$ cat src/rtl/mvm_pkg.sv
// Shared types and default sizing for the MVM tile sequencer and its bench.
package mvm_pkg;

    localparam int VEC_LEN  = 4;
    localparam int DATA_W   = 4;
    localparam int ADDR_W   = 8;
    localparam int W_CYCLES = 16;
    localparam int TIMEOUT  = 64;

    typedef logic [VEC_LEN-1:0][DATA_W-1:0] vec_t;

    typedef enum logic [2:0] {
        ST_IDLE   = 3'd0,
        ST_ARM    = 3'd1,
        ST_STREAM = 3'd2,
        ST_WAIT   = 3'd3,
        ST_EMIT   = 3'd4,
        ST_DONE   = 3'd5
    } ctl_state_e;

endpackage

$ cat src/rtl/mvm_tile_ctl.sv
// Tile sequencer for the bit-serial MVM: per tile it clears the MVM, streams
// W_CYCLES weight words from weight RAM, waits for the MVM to go idle and hands
// the result vector downstream on a valid/ready port. All control outputs are
// registered from the next-state decode; only the weight word is a gated
// pass-through of the RAM read data.
module mvm_tile_ctl #(
    parameter int VEC_LEN  = mvm_pkg::VEC_LEN,
    parameter int DATA_W   = mvm_pkg::DATA_W,
    parameter int ADDR_W   = mvm_pkg::ADDR_W,
    parameter int W_CYCLES = mvm_pkg::W_CYCLES,
    parameter int TIMEOUT  = mvm_pkg::TIMEOUT
) (
    input  logic                        i_clk_ctl,
    input  logic                        i_rst_n_ctl,
    input  logic                        i_job_valid,
    output logic                        o_job_ready,
    input  logic [ADDR_W-1:0]           i_job_wbase,
    input  logic [3:0]                  i_job_tiles,
    output logic                        o_wmem_en,
    output logic [ADDR_W-1:0]           o_wmem_addr,
    input  logic [DATA_W-1:0]           i_wmem_data,
    output logic                        o_rst_mvm,
    output logic                        o_start_mvm,
    output logic [DATA_W-1:0]           o_w_mvm,
    input  logic                        i_ismvm,
    input  logic [VEC_LEN*DATA_W-1:0]   i_wx_result,
    output logic                        o_res_valid,
    input  logic                        i_res_ready,
    output logic [VEC_LEN*DATA_W-1:0]   o_res_data,
    output logic [3:0]                  o_res_tile,
    output logic                        o_job_done,
    output logic                        o_err
);
    import mvm_pkg::*;

    localparam int K_W = $clog2(W_CYCLES);
    localparam int C_W = $clog2(TIMEOUT);
    localparam logic [ADDR_W-1:0] ADDR_ONE = ADDR_W'(1);
    localparam logic [K_W-1:0]    K_LAST   = K_W'(W_CYCLES - 1);
    localparam logic [K_W-1:0]    K_ONE    = K_W'(1);
    localparam logic [C_W-1:0]    C_LAST   = C_W'(TIMEOUT - 1);
    localparam logic [C_W-1:0]    C_MIN    = C_W'(2);
    localparam logic [C_W-1:0]    C_ONE    = C_W'(1);

    ctl_state_e          state_r, state_s;
    logic [ADDR_W-1:0]   addr_r, addr_s;
    logic [3:0]          tiles_r, tiles_s;
    logic [3:0]          tile_r, tile_s;
    logic [K_W-1:0]      k_r, k_s;
    logic [C_W-1:0]      wcnt_r, wcnt_s;
    logic                err_s;
    logic                cap_s;
    logic                w_gate_r;
    logic                job_ready_s, wmem_en_s, rst_mvm_s, start_s;
    logic                w_gate_s, res_valid_s, job_done_s;
    logic [ADDR_W-1:0]   wmem_addr_s;

    // Weight word reaches the MVM only while streaming; RAM data already lags the read by one cycle
    assign o_w_mvm = w_gate_r ? i_wmem_data : {DATA_W{1'b0}};

    // Next state, counter updates and the output values that go with the next state
    always_comb begin
        state_s = state_r;
        addr_s  = addr_r;
        tiles_s = tiles_r;
        tile_s  = tile_r;
        k_s     = k_r;
        wcnt_s  = wcnt_r;
        err_s   = o_err;
        cap_s   = 1'b0;
        case (state_r)
            ST_IDLE: begin
                if (i_job_valid && o_job_ready) begin
                    tiles_s = i_job_tiles;
                    tile_s  = 4'd0;
                    addr_s  = i_job_wbase;
                    err_s   = 1'b0;
                    k_s     = {K_W{1'b0}};
                    wcnt_s  = {C_W{1'b0}};
                    if (i_job_tiles == 4'd0) begin
                        state_s = ST_DONE;
                    end else begin
                        state_s = ST_ARM;
                    end
                end else begin
                    state_s = ST_IDLE;
                end
            end
            ST_ARM: begin
                addr_s  = addr_r + ADDR_ONE;
                k_s     = {K_W{1'b0}};
                state_s = ST_STREAM;
            end
            ST_STREAM: begin
                if (k_r == K_LAST) begin
                    wcnt_s  = {C_W{1'b0}};
                    state_s = ST_WAIT;
                end else begin
                    addr_s = addr_r + ADDR_ONE;
                    k_s    = k_r + K_ONE;
                end
            end
            ST_WAIT: begin
                if (!i_ismvm && (wcnt_r >= C_MIN)) begin
                    cap_s   = 1'b1;
                    state_s = ST_EMIT;
                end else if (wcnt_r == C_LAST) begin
                    err_s   = 1'b1;
                    state_s = ST_DONE;
                end else begin
                    wcnt_s = wcnt_r + C_ONE;
                end
            end
            ST_EMIT: begin
                if (i_res_ready) begin
                    if (tile_r == (tiles_r - 4'd1)) begin
                        state_s = ST_DONE;
                    end else begin
                        tile_s  = tile_r + 4'd1;
                        state_s = ST_ARM;
                    end
                end else begin
                    state_s = ST_EMIT;
                end
            end
            ST_DONE: begin
                state_s = ST_IDLE;
            end
            default: begin
                state_s = ST_IDLE;
            end
        endcase

        job_ready_s = (state_s == ST_IDLE);
        rst_mvm_s   = (state_s == ST_ARM);
        wmem_en_s   = (state_s == ST_ARM) || ((state_s == ST_STREAM) && (k_s != K_LAST));
        wmem_addr_s = wmem_en_s ? addr_s : {ADDR_W{1'b0}};
        start_s     = (state_s == ST_STREAM) && (k_s == {K_W{1'b0}});
        w_gate_s    = (state_s == ST_STREAM);
        res_valid_s = (state_s == ST_EMIT);
        job_done_s  = (state_s == ST_DONE);
    end

    // State, counters, result capture and registered outputs; reset holds the MVM in reset
    always_ff @(posedge i_clk_ctl) begin
        if (!i_rst_n_ctl) begin
            state_r     <= ST_IDLE;
            addr_r      <= {ADDR_W{1'b0}};
            tiles_r     <= 4'd0;
            tile_r      <= 4'd0;
            k_r         <= {K_W{1'b0}};
            wcnt_r      <= {C_W{1'b0}};
            w_gate_r    <= 1'b0;
            o_job_ready <= 1'b0;
            o_wmem_en   <= 1'b0;
            o_wmem_addr <= {ADDR_W{1'b0}};
            o_rst_mvm   <= 1'b1;
            o_start_mvm <= 1'b0;
            o_res_valid <= 1'b0;
            o_res_data  <= {(VEC_LEN*DATA_W){1'b0}};
            o_res_tile  <= 4'd0;
            o_job_done  <= 1'b0;
            o_err       <= 1'b0;
        end else begin
            state_r     <= state_s;
            addr_r      <= addr_s;
            tiles_r     <= tiles_s;
            tile_r      <= tile_s;
            k_r         <= k_s;
            wcnt_r      <= wcnt_s;
            w_gate_r    <= w_gate_s;
            o_job_ready <= job_ready_s;
            o_wmem_en   <= wmem_en_s;
            o_wmem_addr <= wmem_addr_s;
            o_rst_mvm   <= rst_mvm_s;
            o_start_mvm <= start_s;
            o_res_valid <= res_valid_s;
            o_job_done  <= job_done_s;
            o_err       <= err_s;
            if (cap_s) begin
                o_res_data <= i_wx_result;
                o_res_tile <= tile_r;
            end
        end
    end

endmodule

$ cat config.mk
export PLATFORM = sky130hd
export DESIGN_NAME = mvm_tile_ctl
export DESIGN_NICKNAME = d
export VERILOG_FILES = /design/src/rtl/mvm_pkg.sv /design/src/rtl/mvm_tile_ctl.sv
export SDC_FILE = /design/constraint.sdc
export NUM_CORES = 1
export LEC_CHECK = 0
export BUFFER_PORTS_ARGS = -buffer_cell sky130_fd_sc_hd__buf_4
export CORE_MARGIN = 3
export CORE_UTILIZATION = 50
export DETAILED_ROUTE_END_ITERATION = 12
export GPL_TIMING_DRIVEN = 0
export PLACE_DENSITY = 0.8
export SYNTH_ARGS = -nofsm -noshare
export SYNTH_HDL_FRONTEND = slang
export SYNTH_SLANG_ARGS = --single-unit
$ cat constraint.sdc
create_clock -name i_clk_ctl -period 2.4 [get_ports i_clk_ctl]
set_clock_uncertainty 0.2 [all_clocks]
set_input_delay 0.12 -clock i_clk_ctl [delete_from_list [all_inputs] [get_ports i_clk_ctl]]
set_output_delay 0.12 -clock i_clk_ctl [all_outputs]
set_load 0.01 [all_outputs]
==> metrics.yaml, run 1 <==
critical_path:
  r2r_slack_ns: 0.1
  crit_chain: "buf_2, nand2_1, nor4b_4, nor2_1, nand2_1, nor4bb_1"
  cpMostUsedCell: "nand2_1"
  critical_path_required_ns: 2.44
  crit_slowest_cell: "nor4b_4"
  cp-start-kind: "flip-flop"
  slowest_delay_ns: 0.50
  worstSetupPathType: "reg -> reg"
  endpoint_kind: "flip-flop"
  cp_max_fo: 10
  cp.arrival_ns: 2.34
cells_and_area:
  num-nets-final: 503
  drive_gt1_share_pct: 23.0
  antenna_cells: 0
  areaGrowthSynthToFinish_pct: 41.7
  design_area_um2: 4170
  final_cells: 537
  seqCellArea_um2: 1300
  fillCellCount: 431
  multi_input_area_um2: 1570
routing:
  wl_met1_um: 3480
  remaining_drc_errors: 0
  routed-wl-met2_um: 3930
  route.met3.wl_um: 393
  firstDrtPassIters: 4
  vias: 2919
  wire_per_inst_um: 14.7
  first_iter_violations: 161
  drt-total-wl_um: 7920
  top_layer: "met4"
  viasPerCell: 5.44
  ant_nets: 0
cts:
  clock_latency_ns: 0.35
  cts_buffers: 9
  cts_buffer_depth: 2
  path_clk_slew_ns: 0.07
  cts-root-buf: "clkbuf_8"
  cts_sinks: 65
  cts_max_level: 3
  cts_tree: "built"
placement:
  place_inst: 491
  place_area_um2: 3590
  gp_congestion: 0.831
  hpwl_um: 5250
  portBuffers: 74
outcome:
  status: "finished, final reports clean"
logic_synthesis:
  ys_top_cells_by_area: "dfxtp_1 44%, nand2_1 8.0%, a21oi_1 6.0%, nor2_1 4.0%, a211oi_1 2.6%"
  synth-edff-count: 0
  async_flop_share_pct: 0
  syn_area_per_cell_um2: 8.52
  synth_common_cells: "65 x dfxtp_1, 63 x nand2_1, 35 x a21oi_1"
  ys_warn_count: 0
  syn-cell-area_um2: 2940
  synth_top_area_share_pct: 44.3
  ys.flop_type: "dfxtp_1"
  syn_nets: 388
  yosysSeqAreaShare_pct: 44.3
  yosys.area.top_type: "dfxtp_1"
  ys_ff_latch: 65
  yosysMostFrequentCell: "dfxtp_1"
  synth_cell_types: 61
  netlist_instances: 345
die:
  die_h_um: 82.7
  io-pin-count: 76
  coreArea_um2: 5610
  num_rows: 27
  start_util_pct: 52.4
  die_w_um: 82.7
  die-area_um2: 6840
power_and_ir_drop:
  p_leak_nw: 1.72
  ir_worst_vdd_mv: 0.698
  p_clk_share_pct: 38.4
  p_comb_share_pct: 22.1
  switching_power_mw: 0.857
  internal_power_mw: 2.17
  switching_share_pct: 28.3
  power_density_nw_per_um2: 726
  pwr-share-seq_pct: 39.4
timing:
  period_share_pct: 96.0
  tightest_slew_ns: 0.620
  fmax_ghz: 0.434
  slew_headroom_pct: 58.3
  hold_viol_final: 0
  setup_viol: 0
  rsz0062_at_grt: "yes"
  slew_violations: 0
  period_minus_slack_ns: 2.30
grt:
  grt_pass1_wl_um: 12200
  grt_pass1_vias: 2576
  grt_usage_pct: 23.8
  grt_max_degree: 13
  overflow: 0
  antenna_found_initial: 0
min_path:
  hold_class: "in -> reg"
run:
  cap_violations: 0
## critical path: cells and delay by family, from the launching register on
| kind | cells | cell delay [ns] |
|---|---|---|
| simple gates | 5 | 1.39 |
| flops | 1 | 0.38 |
| buf+inv | 1 | 0.23 |
## placed cells by master, fill, tap and decap left out, types with 3 or more instances in the layout
| cell type | instances |
|---|---|
| o21ai_1 | 4 |
| dfxtp_1 | 65 |
| buf_4 | 75 |
| clkbuf_1 | 13 |
| nor4_1 | 5 |
| nand2b_1 | 5 |
| o21ai_0 | 4 |
| a211oi_1 | 10 |
| dlygate4sd3_1 | 29 |
| a21oi_1 | 35 |
| or3_1 | 3 |
| a21o_1 | 3 |
| nor2_1 | 31 |
| ha_1 | 6 |
| nand3_1 | 8 |
| nand2_1 | 63 |
| xnor2_1 | 7 |
| and3_1 | 5 |
| buf_2 | 3 |
| a221oi_1 | 3 |
| inv_1 | 9 |
| nor3_1 | 6 |
| and2_1 | 5 |
| bufinv_16 | 3 |
| clkbuf_8 | 10 |
## final timing paths
kind	from	to	cells after the start
setup / recovery	state_r[0]	o_res_valid	6
hold / removal	i_ismvm	state_r[1]	4
setup reg to reg	state_r[0]	o_res_valid	6
hold reg to reg	o_res_tile[0]	o_res_tile[0]	2
## sequential cells by signal (all words and copies together) (netlist names)
register     flops
o_res_data      16
addr_r           8
o_wmem_addr      8
wcnt_r           6
k_r              4
o_res_tile       4
tile_r           4
tiles_r          4
state_r          3
o_err            1
o_job_done       1
o_job_ready      1
o_res_valid      1
o_rst_mvm        1
o_start_mvm      1
o_wmem_en        1
w_gate_r         1
## cell type report
class,instances,share of cell area (%)
Sequential cell,65,31.2
Clock buffer,10,3.30
Multi-Input combinational cell,254,37.7
Timing Repair Buffer,104,20.5
Buffer,16,1.53
Clock inverter,6,2.70
Inverter,10,0.901
Tap cell,72,2.16
## routing by layer
metal  GRT usage (%)  up-vias
met5               0        -
met4            10.5        0
met3            4.56       11
met2            39.3       85
met1            30.0     1362
li1                -     1461
## through the flow
step	utilization [%]	total power, mW	hold WS (ns)	TNS [ns]	setup slack, ns
6_report	74.3	3.03	0.0195	0	0.0967
5_1_grt	74.3	3.16	0.0318	-0.251	-0.121
4_1_cts	73.9	3.03	0.00967	0	0.0680
3_5_place_dp	63.9	1.82	0.178	-0.711	-0.0922
3_3_place_gp	63.9	1.81	0.170	-0.748	-0.0921
2_1_floorplan	-	1.62	0.0560	0	0.220
## what timing repair did
item | 4_1_cts | 5_1_grt
setup endpoints to repair | 10 | 26
hold buffers | 29 | 0
resized for setup | 1 | 4
buffers inserted | 1 | 0
endpoints found under the hold margin | 33 | 0
pin swaps | 1 | 0
## logic make-up (layout without fill, tap and decap cells)
kind of cell,Yosys count,in the layout,synth area share [%]
flops,65,65,44.3
buf+inv,26,146,3.45
xor+xnor,9,9,3.19
compound gates,86,86,20.9
fa+ha+maj,6,6,2.55
simple gates,151,151,25.0
mux,2,2,0.681
## power by group through the flow
stage	clock, mW	sequential, mW	combinational [mW]
after detailed placement	0	1.21	0.608
final	1.16	1.19	0.670
after floorplan	0	1.21	0.410
after CTS	1.18	1.19	0.661
after global placement	0	1.21	0.599
after global routing	1.23	1.20	0.731
No activity file was read; power rests on OpenSTA's default activity.
==> run 2, diff against run 1 <==
SETUP_SLACK_MARGIN = 0.2   (was not set)
SKIP_CTS_REPAIR_TIMING = 1   (was not set)
==> run 2 against run 1 <==
Net effect: global-route usage shrank 1.7 points; utilization rose by 2.6 points; highest routed layer unchanged; setup slack better by 0.11 ns; combinational power is 10% higher; sequential power is essentially flat; clock power about the same.
==> metrics.yaml, run 2 (synthesized netlist as in run 1, its figures left out) <==
die:
  start_util_pct: 52.4
  die_w_um: 82.7
  die-area_um2: 6840
  coreArea_um2: 5610
  num_rows: 27
  io-pin-count: 76
  die_h_um: 82.7
placement:
  place_inst: 491
  gp_congestion: 0.831
  hpwl_um: 5250
  portBuffers: 74
  pre_cts_ws_ns: -0.0922
timing:
  fmax_ghz: 0.456
  hold_viol_final: 0
  tightest_slew_ns: 0.607
  period_minus_slack_ns: 2.19
  slew_headroom_pct: 59.2
  fin_tns_setup_ns: 0
  slew_violations: 0
  whs_ns: 0.000211
  finalWorstSetupSlack_ns: 0.206
  period_share_pct: 91.4
  rsz0062_at_grt: "yes"
  setup_viol: 0
critical_path:
  crit_buf_inv: 1
  slowest_delay_ns: 0.39
  endpoint_kind: "flip-flop"
  crit_slowest_cell: "dfxtp_1"
  worstSetupPathType: "reg -> reg"
  ff2ff_path_depth: 7
  cp.arrival_ns: 2.25
  crit_chain: "inv_1, ha_1, xnor2_1, nor4_2, a211oi_2, nand3_2, a211oi_1"
  critical_path_required_ns: 2.46
  r2r-end: "o_wmem_addr[3]"
  cp_max_fo: 7
  cp-start-kind: "flip-flop"
  r2r_slack_ns: 0.21
  reg2reg_from: "tiles_r[0]"
  crit_family: "compound AO/OA/AOI/OAI gates"
routing:
  first_iter_violations: 198
  viasPerCell: 5.51
  remaining_drc_errors: 0
  drt-total-wl_um: 8270
  firstDrtPassIters: 4
  vias: 2999
  wire_per_inst_um: 15.2
  ant_nets: 0
grt:
  grt_pass1_wl_um: 11400
  grt_max_degree: 13
  met3_usage_pct: 4.34
  overflow: 0
  grt_usage_pct: 22.0
  grt_pass1_vias: 2391
  antenna_found_initial: 0
  grt_use_met1_pct: 28.6
  busiest_layer: "met2"
  met2_usage_pct: 34.9
cells_and_area:
  multi_input_area_um2: 1640
  areaGrowthSynthToFinish_pct: 46.6
  final_common_cell: "buf_4"
  largest_registers: "o_res_data (16), addr_r (8), o_wmem_addr (8)"
  final_cell_mix: "83 x buf_4, 63 x dfxtp_1, 62 x nand2_1, 35 x a21oi_1, 29 x nor2_1"
  seqCellArea_um2: 1300
  fillCellCount: 395
  num-nets-final: 510
  antenna_cells: 0
  largest_reg_flops: 16
  final_cells: 544
  drive_gt1_share_pct: 28.6
  largest_register: "o_res_data"
cts:
  clock_latency_ns: 0.35
  cts_sinks: 65
  cts_tree: "built"
  path_clk_slew_ns: 0.08
  cts-root-buf: "clkbuf_8"
  cts_max_level: 3
  cts_buffer_depth: 2
  cts_buffers: 9
min_path:
  hold_class: "in -> reg"
  hold_path_depth: 2
  hp-start: "i_rst_n_ctl"
  timing.hold.worst_endpoint: "o_rst_mvm"
outcome:
  status: "finished, final reports clean"
run:
  cap_violations: 0
power_and_ir_drop:
  fin_total_pwr_mw: 3.10
  ir_worst_vdd_mv: 0.686
  power_density_nw_per_um2: 720
  p_leak_nw: 1.79
[run 2: area by class of cell]
class	count	share of cell area (%)
inverter	10	0.871
multi-input combinational	254	38.1
clock buffer	10	3.19
tap	72	2.09
clock inverter	6	2.61
buffer	15	1.68
sequential	65	30.3
timing repair buffer	112	21.2
[run 2: how the worst max path moves through the flow]
stage | cells past startpoint | end | start
3_3_place_gp | 6 | o_wmem_addr[2] | k_r[0]
3_5_place_dp | 6 | o_wmem_addr[5] | k_r[0]
2_1_floorplan | 6 | o_wmem_addr[0] | k_r[0]
4_1_cts | 6 | o_wmem_addr[5] | k_r[0]
6_report | 7 | o_wmem_addr[3] | tiles_r[0]
5_1_grt | 7 | o_wmem_addr[5] | tiles_r[0]
[run 2: power by group]
| part | leakage, nW | total [mW] | switching, mW | internal [mW] |
|---|---|---|---|---|
| clock | 0.127 | 1.17 | 0.449 | 0.722 |
| combinational | 1.14 | 0.737 | 0.390 | 0.347 |
| sequential | 0.527 | 1.20 | 0.0550 | 1.14 |
[run 2: worst reg2reg max path, stage by stage, from the launching register on]
cell	delay [ns]
dfxtp_1	0.39
inv_1	0.07
ha_1	0.31
xnor2_1	0.22
nor4_2	0.09
a211oi_2	0.31
nand3_2	0.22
a211oi_1	0.30
[run 2: through the flow]
stage                     util [%]  instance area, um^2
after floorplan                  -                 2940
after global placement        63.9                 3590
after detailed placement      63.9                 3590
after CTS                     68.4                 3840
after global routing          76.8                 4310
final                         76.8                 4310
[run 2: metal layers]
metal | vias up | wire [um]
met5 | - | 0
met4 | 0 | 189
met3 | 18 | 501
met2 | 110 | 4090
met1 | 1396 | 3490
li1 | 1475 | -
